$ cat src/rtl/temp_pkg.sv
// ---------------------------------------------------------------------------
// temp_pkg
// Shared definitions for the temperature-oscillator measurement controller:
// the controller state encoding, the fixed counter-clear phase length and the
// helpers used to size the phase timer.
// ---------------------------------------------------------------------------
package temp_pkg;

  typedef enum logic [2:0] {
    ST_IDLE,
    ST_CLEAR,
    ST_GATE,
    ST_SETTLE,
    ST_CAPTURE,
    ST_OUTPUT
  } temp_sampler_state_t;

  // Cycles the counter is held in reset before each gate window.
  localparam int TEMP_CLEAR_CYCLES = 2;

  function automatic int temp_max3(input int a, input int b, input int c);
    int m;
    m = (a > b) ? a : b;
    return (m > c) ? m : c;
  endfunction

  // The timer is loaded with (phase length - 1) and counts down to zero, so
  // it only has to represent values up to max_cycles - 1.
  function automatic int temp_timer_width(input int max_cycles);
    return (max_cycles < 2) ? 1 : $clog2(max_cycles);
  endfunction

endpackage

$ cat src/rtl/temp_phase_timer.sv
// ---------------------------------------------------------------------------
// temp_phase_timer
// Loadable down-counter shared by the CLEAR, GATE and SETTLE phases.
// Loading value L-1 makes 'done' rise after L cycles in the phase: 'done' is
// high while the remaining count is zero.
//
// Ports
//   clk        : clock, rising edge
//   reset      : synchronous, active-high
//   load       : load strobe (takes priority over counting)
//   load_value : phase length minus one
//   done       : current phase ends at the next edge
// ---------------------------------------------------------------------------
module temp_phase_timer
  import temp_pkg::*;
#(
  parameter  int MAX_CYCLES = 256,
  localparam int CW         = temp_timer_width(MAX_CYCLES)
) (
  input  logic          clk,
  input  logic          reset,
  input  logic          load,
  input  logic [CW-1:0] load_value,
  output logic          done
);

  logic [CW-1:0] remaining;

  // NOTE: state registers use non-blocking assignments so every flop samples
  // pre-edge values regardless of statement order.
  always_ff @(posedge clk) begin
    if (reset) begin
      remaining <= '0;
    end else if (load) begin
      remaining <= load_value;
    end else if (remaining != '0) begin
      remaining <= remaining - CW'(1);
    end
  end

  assign done = (remaining == '0);

endmodule

$ cat src/rtl/temp_sampler.sv
// ---------------------------------------------------------------------------
// temp_sampler
// Gates the temperature oscillator on for a fixed window, holds its counter in
// reset between windows, captures the frozen count after a settle delay and
// averages 2^AVG_LOG2 windows. Results are offered on a valid/ready port.
//
// Ports
//   clk, reset  : clock and synchronous active-high reset
//   start       : begin a batch (only honoured in IDLE)
//   continuous  : at the output handshake, start the next batch at once
//   count       : oscillator counter value (frozen while osc_en = 0)
//   osc_en      : oscillator enable (registered)
//   cnt_reset   : counter reset, active-high (registered)
//   busy        : controller not idle
//   valid/ready : result handshake
//   data        : floor(sum of windows / 2^AVG_LOG2)
//   ovf         : some window in the batch read all-ones
// ---------------------------------------------------------------------------
module temp_sampler
  import temp_pkg::*;
#(
  parameter int WIDTH         = 8,
  parameter int GATE_CYCLES   = 256,
  parameter int SETTLE_CYCLES = 4,
  parameter int AVG_LOG2      = 2
) (
  input  logic             clk,
  input  logic             reset,
  input  logic             start,
  input  logic             continuous,
  input  logic [WIDTH-1:0] count,
  output logic             osc_en,
  output logic             cnt_reset,
  output logic             busy,
  output logic             valid,
  input  logic             ready,
  output logic [WIDTH-1:0] data,
  output logic             ovf
);

  localparam int NUM_WINDOWS = 1 << AVG_LOG2;
  localparam int SUM_W       = WIDTH + AVG_LOG2;
  localparam int IDX_W       = AVG_LOG2 + 1;
  localparam int TIMER_MAX   = temp_max3(GATE_CYCLES, SETTLE_CYCLES, TEMP_CLEAR_CYCLES);
  localparam int TW          = temp_timer_width(TIMER_MAX);

  temp_sampler_state_t state, next_state;

  logic             timer_load;
  logic [TW-1:0]    timer_value;
  logic             timer_done;

  logic [SUM_W-1:0] sum;
  logic [IDX_W-1:0] idx;
  logic             flag;

  logic [SUM_W-1:0] sum_next;
  logic [IDX_W-1:0] idx_next;
  logic             flag_next;
  logic             last_window;
  logic             handshake;
  logic             batch_clear;

  temp_phase_timer #(
    .MAX_CYCLES (TIMER_MAX)
  ) u_timer (
    .clk        (clk),
    .reset      (reset),
    .load       (timer_load),
    .load_value (timer_value),
    .done       (timer_done)
  );

  // valid is exactly "state == OUTPUT", so this is the consumer handshake.
  assign handshake   = valid && ready;
  assign sum_next    = sum + SUM_W'(count);
  assign flag_next   = flag | (count == '1);
  assign idx_next    = idx + IDX_W'(1);
  assign last_window = (idx_next == IDX_W'(NUM_WINDOWS));
  assign batch_clear = ((state == ST_IDLE) && start) || (handshake && continuous);

  // -------------------------------------------------------------------------
  // Next-state logic and timer loading
  // -------------------------------------------------------------------------
  always_comb begin
    // NOTE: every always_comb output gets a default first so no path through
    // the case statements can infer a latch.
    next_state  = state;
    timer_load  = 1'b0;
    timer_value = '0;

    unique case (state)
      ST_IDLE:    if (start)      next_state = ST_CLEAR;
      ST_CLEAR:   if (timer_done) next_state = ST_GATE;
      ST_GATE:    if (timer_done) next_state = ST_SETTLE;
      ST_SETTLE:  if (timer_done) next_state = ST_CAPTURE;
      ST_CAPTURE: next_state = last_window ? ST_OUTPUT : ST_CLEAR;
      ST_OUTPUT:  if (handshake)  next_state = continuous ? ST_CLEAR : ST_IDLE;
      default:    next_state = ST_IDLE;
    endcase

    // The timer is loaded on the edge that enters a timed phase.
    if (next_state != state) begin
      unique case (next_state)
        ST_CLEAR: begin
          timer_load  = 1'b1;
          timer_value = TW'(TEMP_CLEAR_CYCLES - 1);
        end
        ST_GATE: begin
          timer_load  = 1'b1;
          timer_value = TW'(GATE_CYCLES - 1);
        end
        ST_SETTLE: begin
          timer_load  = 1'b1;
          timer_value = TW'(SETTLE_CYCLES - 1);
        end
        default: ;
      endcase
    end
  end

  // -------------------------------------------------------------------------
  // State register and registered Moore outputs (decoded from next_state so
  // they change on the same edge as the state itself).
  // -------------------------------------------------------------------------
  always_ff @(posedge clk) begin
    if (reset) begin
      state     <= ST_IDLE;
      osc_en    <= 1'b0;
      cnt_reset <= 1'b1;
      busy      <= 1'b0;
      valid     <= 1'b0;
    end else begin
      state     <= next_state;
      osc_en    <= (next_state == ST_GATE);
      cnt_reset <= (next_state == ST_IDLE) || (next_state == ST_CLEAR) ||
                   (next_state == ST_OUTPUT);
      busy      <= (next_state != ST_IDLE);
      valid     <= (next_state == ST_OUTPUT);
    end
  end

  // -------------------------------------------------------------------------
  // Accumulator, window index, overflow flag and result registers
  // -------------------------------------------------------------------------
  always_ff @(posedge clk) begin
    if (reset) begin
      sum  <= '0;
      idx  <= '0;
      flag <= 1'b0;
      data <= '0;
      ovf  <= 1'b0;
    end else if (batch_clear) begin
      sum  <= '0;
      idx  <= '0;
      flag <= 1'b0;
    end else if (state == ST_CAPTURE) begin
      sum  <= sum_next;
      idx  <= idx_next;
      flag <= flag_next;
      // Result registers change only on the edge that enters OUTPUT, so they
      // hold through backpressure and after the handshake.
      if (last_window) begin
        data <= sum_next[SUM_W-1:AVG_LOG2];
        ovf  <= flag_next;
      end
    end
  end

endmodule

$ cat config.mk
export PLATFORM = sky130hd
export DESIGN_NAME = temp_sampler
export DESIGN_NICKNAME = d
export VERILOG_FILES = /design/src/rtl/temp_pkg.sv /design/src/rtl/temp_phase_timer.sv /design/src/rtl/temp_sampler.sv
export SDC_FILE = /design/constraint.sdc
export NUM_CORES = 1
export LEC_CHECK = 0
export BUFFER_PORTS_ARGS = -buffer_cell sky130_fd_sc_hd__buf_4
export CAP_MARGIN = 20
export CORE_MARGIN = 5
export CORE_UTILIZATION = 57
export CTS_CLUSTER_DIAMETER = 100
export DETAILED_ROUTE_END_ITERATION = 16
export PLACE_DENSITY = 0.87
export SLEW_MARGIN = 20
export SYNTH_ARGS = -nofsm -noshare
export SYNTH_HDL_FRONTEND = slang
export SYNTH_SLANG_ARGS = --single-unit
$ cat constraint.sdc
create_clock -name clk -period 2.5 [get_ports clk]
set_input_delay 0.625 -clock clk [delete_from_list [all_inputs] [get_ports clk]]
set_output_delay 0.625 -clock clk [all_outputs]
set_load 0.01 [all_outputs]
# Yosys cells after proc, flatten, opt, wreduce, memory -nomap -nowiden
# Index checks and enable logic that the tools add are counted.
dict set report classes {
  n_bitwise 2
  n_addsub 3
  n_eq_ne 12
  n_mux 14
  n_reduce_logical 15
}
# cell n
set op_table {}
lappend op_table {{2-to-1 mux 8 bit} 3}
lappend op_table {{one-hot mux 8 bit (3 select lines)} 1}
lappend op_table {{2-to-1 mux 3 bit} 6}
lappend op_table {{one-hot mux 3 bit (6 select lines)} 1}
lappend op_table {{equality test 3 x 2 -> 1 bit (second input constant)} 4}
lappend op_table {{equality test 3 bit (second input constant)} 4}
lappend op_table {{adder 10 x 8 -> 10 bit} 1}
lappend op_table {{equality test 8 bit (second input constant)} 1}
lappend op_table {{logical NOT 8 bit} 1}
lappend op_table {{nonzero test 8 bit} 1}
lappend op_table {{subtractor 8 x 1 -> 8 bit (second input constant)} 1}
lappend op_table {{equality test 3 x 1 -> 1 bit (second input constant)} 2}
lappend op_table {{logical NOT 3 bit} 2}
lappend op_table {{adder 3 x 1 -> 3 bit (second input constant)} 1}
lappend op_table {{logical AND 1 bit} 3}
lappend op_table {{logical OR 1 bit} 3}
lappend op_table {{2-to-1 mux 1 bit} 3}
lappend op_table {{inequality test 3 bit} 1}
lappend op_table {{AND reduction 3 bit} 1}
lappend op_table {{nonzero test 3 bit} 1}
lappend op_table {{OR reduction 3 bit} 1}
lappend op_table {{nonzero test 2 bit} 1}
lappend op_table {{OR reduction 2 bit} 1}
lappend op_table {{inverter 1 bit} 1}
lappend op_table {{bitwise OR 1 bit} 1}
dict set report totals {
  reg_bits 38
  inputBits 13
}

# Logic depth before layout (Yosys ltp)
# Gate-level depths: netlist (run 1).
dict set report logic_depth {
  ltp_word 9
  depth_mapped 8
  ltp_nobuf 8
}

# Cells and area by module
# Synthesis (run 1) repeated with hierarchy kept, for this count alone.
dict set report hier_totals {
  hier_cells 259
  area_unflattened_um2 2167.1
}
# module instances cells_each area_per_inst_um2
set modules_own_cells {}
lappend modules_own_cells {temp_sampler 1 206 1691.6}
lappend modules_own_cells {temp_phase_timer 1 53 475.5}

# Worst setup path after synthesis (run 1)
# Ideal clock, no wire load.
dict set report synth_path {
  path_type {input to register}
  from {input port count[0]}
  to {register data[6]}
  t_arrival_ns 2.118
  setup_slack_ns 0.319
  setup_ns 0.062
  n_path_buf 0
  required_time_ns 2.438
  path_stages 8
  cell_sequence {ha_1 > inv_1 > fa_1 > nor2b_1 > o2111a_1 > o211a_1 > or4_1 > nand3_1}
}
dict set report synth_via {
  elab_chain_len 1
}
# item line
set synth_rtl {}
lappend synth_rtl {{start: declaration} temp_sampler.sv:31} ;# input logic [WIDTH-1:0] count,
lappend synth_rtl {{adder 10 x 8 -> 10 bit} temp_sampler.sv:76} ;# assign sum_next = sum + SUM_W'(count);
lappend synth_rtl {{end signal: assignment} temp_sampler.sv:164} ;# data <= sum_next[SUM_W-1:AVG_LOG2];
lappend synth_rtl {{end: declaration} temp_sampler.sv:37} ;# output logic [WIDTH-1:0] data,
# Every way passes these cells.
# A chain may end at the register's enable or synchronous reset.

# Worst setup path in the final report (run 1)
dict set report layout_path {
  from {register u_timer.remaining[0]}
  to {register valid}
}
dict set report layout_via {
  elab_chain_len 4
  word_cells_on_any_way 6
  cone_classes {eq/ne (1); mux (4); reduce/logical (1)}
}
# item line
set layout_rtl {}
lappend layout_rtl {{start: declaration} temp_phase_timer.sv:27} ;# logic [CW-1:0] remaining;
lappend layout_rtl {{start signal: assignment} temp_phase_timer.sv:35} ;# remaining <= load_value;
lappend layout_rtl {{start signal: assignment} temp_phase_timer.sv:37} ;# remaining <= remaining - CW'(1);
lappend layout_rtl {{logical NOT 8 bit (*)} temp_phase_timer.sv:41} ;# assign done = (remaining == '0);
lappend layout_rtl {{2-to-1 mux 3 bit (on tied branches)} {temp_sampler.sv:96, temp_sampler.sv:94, temp_sampler.sv:95}}
lappend layout_rtl {{one-hot mux 3 bit (6 select lines) (*)} temp_sampler.sv:92} ;# unique case (state)
lappend layout_rtl {{equality test 3 bit (*)} temp_sampler.sv:139} ;# valid <= (next_state == ST_OUTPUT);
lappend layout_rtl {{end signal: assignment} temp_sampler.sv:139}
lappend layout_rtl {{end: declaration} temp_sampler.sv:35} ;# output logic valid,
# Mark *: on every way between the ends. The rest lies on a longest branch, timed or not.

==> results of run 1 <==
==> power groups by stage <==
stage	logic [mW]	registers, mW	clock network, mW
4_1_cts	0.549	0.766	0.427
5_1_grt	0.618	0.780	0.458
6_report	0.551	0.766	0.424
3_3_place_gp	0.536	0.779	0
3_5_place_dp	0.545	0.780	0
2_1_floorplan	0.456	0.749	0
==> state kept, by name (all words and copies together) (netlist names) <==
name	cells
ovf	1
valid	1
sum	10
osc_en	1
flag	1
state	3
busy	1
idx	3
u_timer.remaining	8
data	8
cnt_reset	1
==> metal layers <==
metal	share of wire	routed length [um]
met4	0.020	83
met3	0.041	175
met2	0.46	1960
met1	0.47	2010
met5	0	0
==> area by class of cell <==
type / count / area (um2)
fill: 290 / 1090
clock inverter: 3 / 40.0
clock buffer: 5 / 37.5
tap: 46 / 57.6
multi-input combinational: 178 / 1160
timing repair buffer: 28 / 210
sequential: 38 / 761
inverter: 10 / 37.5
==> cell families after synthesis <==
kind of cell / share of synthesized area
adder cells (fa/ha/maj): 0.0783
buffers and inverters: 0.0472
flip-flops: 0.378
XOR/XNOR: 0.0565
AO/OA/AOI/OAI: 0.176
multiplexers: 0.00497
AND/OR/NAND/NOR: 0.260
==> through the flow <==
| step | instance area [um2] | setup slack (ns) |
|---|---|---|
| final | 2300 | 0.355 |
| after global routing | 2300 | 0.123 |
| after CTS | 2300 | 0.341 |
| after detailed placement | 2220 | 0.0837 |
| after global placement | 2220 | 0.130 |
| after floorplan | 2010 | 0.319 |
==> worst min-delay path: stages (launching register included) <==
cell and delay, ns:
dfxtp_1 0.33, nand2_1 0.05, a21oi_1 0.05
==> worst paths after layout <==
check / from / to / slack, ns / depth (start not counted)
min reg2reg: data[2] / data[2] / 0.46 / 2
max: u_timer.remaining[0] / valid / 0.36 / 7
max reg2reg: u_timer.remaining[0] / valid / 0.36 / 7
min: data[2] / data[2] / 0.46 / 2
==> Yosys cell counts, types with 3 or more instances <==
master,count,area share
or3_1,4,0.012
nand4_1,6,0.019
inv_1,10,0.019
nor2_1,16,0.030
xor2_1,4,0.017
ha_1,11,0.068
nand3_1,12,0.030
dfxtp_1,38,0.38
nand2b_1,4,0.012
a211oi_1,3,0.011
nor3_1,4,0.0099
a31oi_1,4,0.012
a21oi_1,19,0.047
nor2b_1,3,0.0093
nand2_1,26,0.048
clkbuf_1,8,0.015
o21ai_0,12,0.030
or4_1,4,0.015
xnor2_1,9,0.039
==> qor.csv, run 1 <==
metric,value,unit
Top Family by Delay on Critical Path,simple AND/OR/NAND/NOR gates,
Fmax,466,MHz
Final setup viols,0,
Hold WC Path Type,reg -> reg,
Placed Cells,300,
hold-fix buffers at CTS,0,
most frequent cells in the layout,"38 x dfxtp_1, 28 x buf_4, 26 x nand2_1, 19 x a21oi_1, 16 x nor2_1",
Reg power frac,0.440,
Crit Path Category,reg -> reg,
crit path cell chain,inv_1 -> ha_1 -> nor3b_2 -> nand3_2 -> or3_1 -> a31oi_1 -> nor2b_1,
Sw Ratio,0.349,
Worst Tran Pin Value,0.510,ns
Area Growth Syn to Fin,14.3,%
clock slew at reported path FFs,0.12,ns
Starting Density,0.594,
Pins Over Slew Limit,0,
Die Y,69.5,um
largest stage delay on the critical path,0.40,ns
# IOs,26,
DIE AREA,4820,um2
vias in the first global route,1570,
Tot GR Track Use,0.185,
Critical Path RT,2.80,ns
# resized after CTS,0,
clk_lat worst skew,0.36,ns
Clock Power Share,0.244,
total power,1.74,mW
Global Route met1 Usage,0.238,
critical path's slowest cell,or3_1,
CP Buf/Inv Count,1,
top_reg_cell synth,dfxtp_1,
htree depth,2,
power per standard cell area,756,nW/um2
critical path arrival,2.45,ns
Num CTS Buffers,5,
crit share post-route,0.858,
"commonest non-fill, non-tap cell in the layout",dfxtp_1,
Placeable Area,3390,um2
GR Layer Usage met3,0.0536,
Peak supply drop,0.000374,V
Slew HR,0.659,
post-synthesis cell area,2010,um2
met2 Track Usage GR,0.290,
"wirelength, routed",4.23,mm
Syn Inst Count,237,
max cap viols,0,
Synth Register Bits,38,
Power Internal,1.13,mW
final setup TNS,0,ns
vias,1767,
TritonCTS Sinks,38,
Worst setup EP type,register,
CTS tree,built,
Antenna Nets Post-Route,0,
port bufs,25,
Min Hold Slack,0.463,ns
RSZ-0062 raised after global routing,false,
layout cells sized above 1,0.172,
"Hold Vio Cnt, Final",0,
initial antenna violation count,0,
post-layout util,0.679,
outcome,completed,
startpoint class of the critical path,register,
syn_area_per_cell,8.50,um2
asr flop ratio synth,0,
CTS root buffer,clkbuf_4,
"Setup Fix Bufs, Post-CTS",0,
leakage power,0.946,nW
routed len/inst,13.7,um
worst-path fanout max,10,
Final HPWL DP,3.04,mm
first-pass GRT wire length,7.33,mm
Initial DRC Count,87,
NumNets Final,286,
GPL Wtd Cong,0.894,
"Seq/Total Area, Yosys",0.378,
Finished Layout Cells,308,
final worst path period need,2.14,ns
Combinational Power Share,0.316,
Rows,21,
Die Wd,69.5,um
gr ovfl total,0,
largest net degree at the start of global routing,17,
Mapped Nets,262,
routed vias/inst,5.74,
Ys Warns,0,
Clock Path Buffers,2,
Post-synth EDFFs,0,
residual DRC count,0,
n_diodes,0,
clk_skew,0.0119,ns
busiest grt layer,met2,
First-pass DRT Iterations,4,
count of cell types in the netlist,48,
switching power,0.608,mW
(Power assumes the default switching activity.)
==> run 2: changes to the inputs <==
- CORE_UTILIZATION: 57 -> 58
- CTS_CLUSTER_DIAMETER: 100 -> 40
- CTS_CLUSTER_SIZE: not set -> 8
- PLACE_DENSITY: 0.87 -> 0.88
- SYNTH_HIERARCHICAL: not set -> 1
==> qor.csv, run 2 <==
metric,value,unit,change
"Seq/Total Area, Yosys",0.351,,-0.0266
Synth Register Bits,38,,unchanged
Syn Inst Count,259,,+9.3%
FILL cells,314,,+8.3%
Die Wd,71.1,um,+2.4%
initial antenna violation count,0,,unchanged
outcome,completed,,
Final HPWL DP,3.58,mm,+17%
Post-synth EDFFs,0,,unchanged
Synth area leader,dfxtp_1,,
post-layout util,0.705,,+0.0257
largest net degree at the start of global routing,27,,+10
post-synthesis cell area,2170,um2,+7.6%
syn_area_per_cell,8.37,um2,-1.6%
crit path cell chain,nor4_4 -> and4bb_1 -> a221oi_2 -> a21oi_2 -> nor2_1 -> a21o_1 -> buf_4 -> or4_4 -> o211ai_2,,
residual DRC count,0,,unchanged
largest stage delay on the critical path,0.51,ns,+0.11 ns
Antenna Nets Post-Route,0,,unchanged
post-synth top area share,0.351,,-0.0266
max cap viols,0,,unchanged
critical path arrival,2.57,ns,+0.12 ns
gr ovfl total,0,,unchanged
Synth area leaders,"dfxtp_1 35%, ha_1 6.4%, nand2_1 6.2%, a21oi_1 5.1%, nor2_1 4.2%",,
top_reg_cell synth,dfxtp_1,,
pre-CTS setup slack,-0.0592,ns,-0.143 ns
GR Layer Usage met3,0.0412,,-0.0124
startpoint class of the critical path,register,,
asr flop ratio synth,0,,unchanged
Worst Tran Pin Value,0.945,ns,+0.436 ns
CTS root buffer,clkbuf_8,,
routed vias/inst,5.88,,+2.4%
RSZ-0062 raised after global routing,false,,
# IOs,26,,unchanged
busiest grt layer,met2,,
htree depth,2,,unchanged
clk_lat worst skew,0.30,ns,-0.06 ns
Worst setup EP type,register,,
"wirelength, routed",4.83,mm,+14%
Biggest register,sum,,
Peak supply drop,0.000671,V,+79%
Starting Density,0.596,,+0.00210
Final setup viols,0,,unchanged
hold-fix buffers at CTS,0,,unchanged
final setup TNS,0,ns,unchanged
Placeable Area,3630,um2,+7.2%
Num CTS Buffers,5,,unchanged
port bufs,25,,unchanged
Placed Cells,333,,+11%
Clock Path Buffers,2,,unchanged
power per standard cell area,844,nW/um2,+12%
Fmax,425,MHz,-8.8%
Rows,22,,+4.8%
flip-flop count of the largest register after layout,10,,unchanged
leakage power,1.03,nW,+9.1%
Mapped Nets,284,,+8.4%
"Hold Vio Cnt, Final",0,,unchanged
CTS tree,built,,
critical path's slowest cell,or4_4,,
most frequent cell after synthesis,dfxtp_1,,
met2 Track Usage GR,0.321,,+0.0311
total power,2.16,mW,+24%
largest registers,"sum (10), data (8), u_timer/remaining (8)",,
Crit Path Category,reg -> reg,,
n_diodes,0,,unchanged
crit share post-route,0.941,,+0.0830
TritonCTS Sinks,38,,unchanged
vias in the first global route,1839,,+17%
GPL Wtd Cong,0.886,,-0.93%
Tot GR Track Use,0.204,,+0.0190
routed len/inst,14.3,um,+3.8%
clock slew at reported path FFs,0.07,ns,-0.05 ns
Slew HR,0.360,,-0.299
"commonest non-fill, non-tap cell in the layout",buf_4,,
first-pass GRT wire length,8.37,mm,+14%
DIE AREA,5060,um2,+4.9%
final worst path period need,2.35,ns,+0.207 ns
worst-path fanout max,4,,-6
most frequent cells in the layout,"40 x buf_4, 37 x dfxtp_1, 36 x nand2_1, 23 x nor2_1, 21 x a21oi_1",,
clk_skew,0.0106,ns,-0.00128 ns
final worst slack,0.148,ns,-0.207 ns
vias,1992,,+13%
count of cell types in the netlist,56,,+17%
Min Hold Slack,0.456,ns,-0.00703 ns
Hold WC Path Type,reg -> reg,,
Global Route met1 Usage,0.274,,+0.0364
Initial DRC Count,158,,+82%
synth cell count leaders,"38 x dfxtp_1, 36 x nand2_1, 24 x nor2_1",,
NumNets Final,317,,+11%
Finished Layout Cells,339,,+10%
Critical Path RT,2.72,ns,-0.08 ns
Ys Warns,6,,+6
First-pass DRT Iterations,4,,unchanged
Pins Over Slew Limit,0,,unchanged
Area Growth Syn to Fin,18.2,%,
cell area after layout,2560,um2,+11%
area post-placement,2470,um2,+11%
layout cells sized above 1,0.196,,+0.0241
Die Y,71.1,um,+2.4%
-- run 2: per-layer routing --
metal	vias to the layer above	share of wire	routed length (um)
li1	1003	-	-
met1	931	0.45	2160
met2	52	0.48	2320
met3	6	0.059	286
met4	0	0.013	65
met5	-	0	0
-- run 2: final cells by class --
cell class | count | area, um2 | area share
clock buffers | 6 | 82.6 | 0.0322
repair buffers | 40 | 300 | 0.117
well taps | 48 | 60.1 | 0.0234
multi-input cells | 201 | 1330 | 0.521
flip-flops and latches | 38 | 762 | 0.298
inverters | 6 | 22.5 | 0.00879
-- run 2: repair_timing --
| action | 4_1_cts | 5_1_grt |
|---|---|---|
| hold endpoints to repair | 0 | 0 |
| setup endpoints to repair | 0 | 3 |
| setup buffers | 0 | 0 |
| gates resized for setup | 0 | 2 |
-- run 2: final timing paths --
check                          to  slack [ns]  depth (start not counted)            startpoint
max reg2reg  u_timer/remaining[0]        0.15                          9  u_timer/remaining[3]
min                       data[1]        0.46                          2               data[1]
min reg2reg               data[1]        0.46                          2               data[1]
max          u_timer/remaining[0]        0.15                          9  u_timer/remaining[3]
-- run 2: cell families after synthesis --
kind of cell / Yosys count / synth area share
compound gates: 66 / 0.203
xor+xnor: 15 / 0.0606
fa+ha+maj: 12 / 0.0727
buf+inv: 20 / 0.0393
flops: 38 / 0.351
mux: 2 / 0.00924
simple gates: 106 / 0.264
-- run 2: report_power, final --
part	switching (mW)	total (mW)	internal, mW
sequential	0.111	0.796	0.685
clock	0.210	0.423	0.213
combinational	0.473	0.942	0.469
-- run 2: critical path, delay by kind of cell, from the launching register on --
| kind | cells | cell delay (ns) |
|---|---|---|
| buffers and inverters | 1 | 0.15 |
| flip-flops | 1 | 0.37 |
| AND/OR/NAND/NOR | 4 | 1.23 |
| AO/OA/AOI/OAI | 4 | 0.53 |
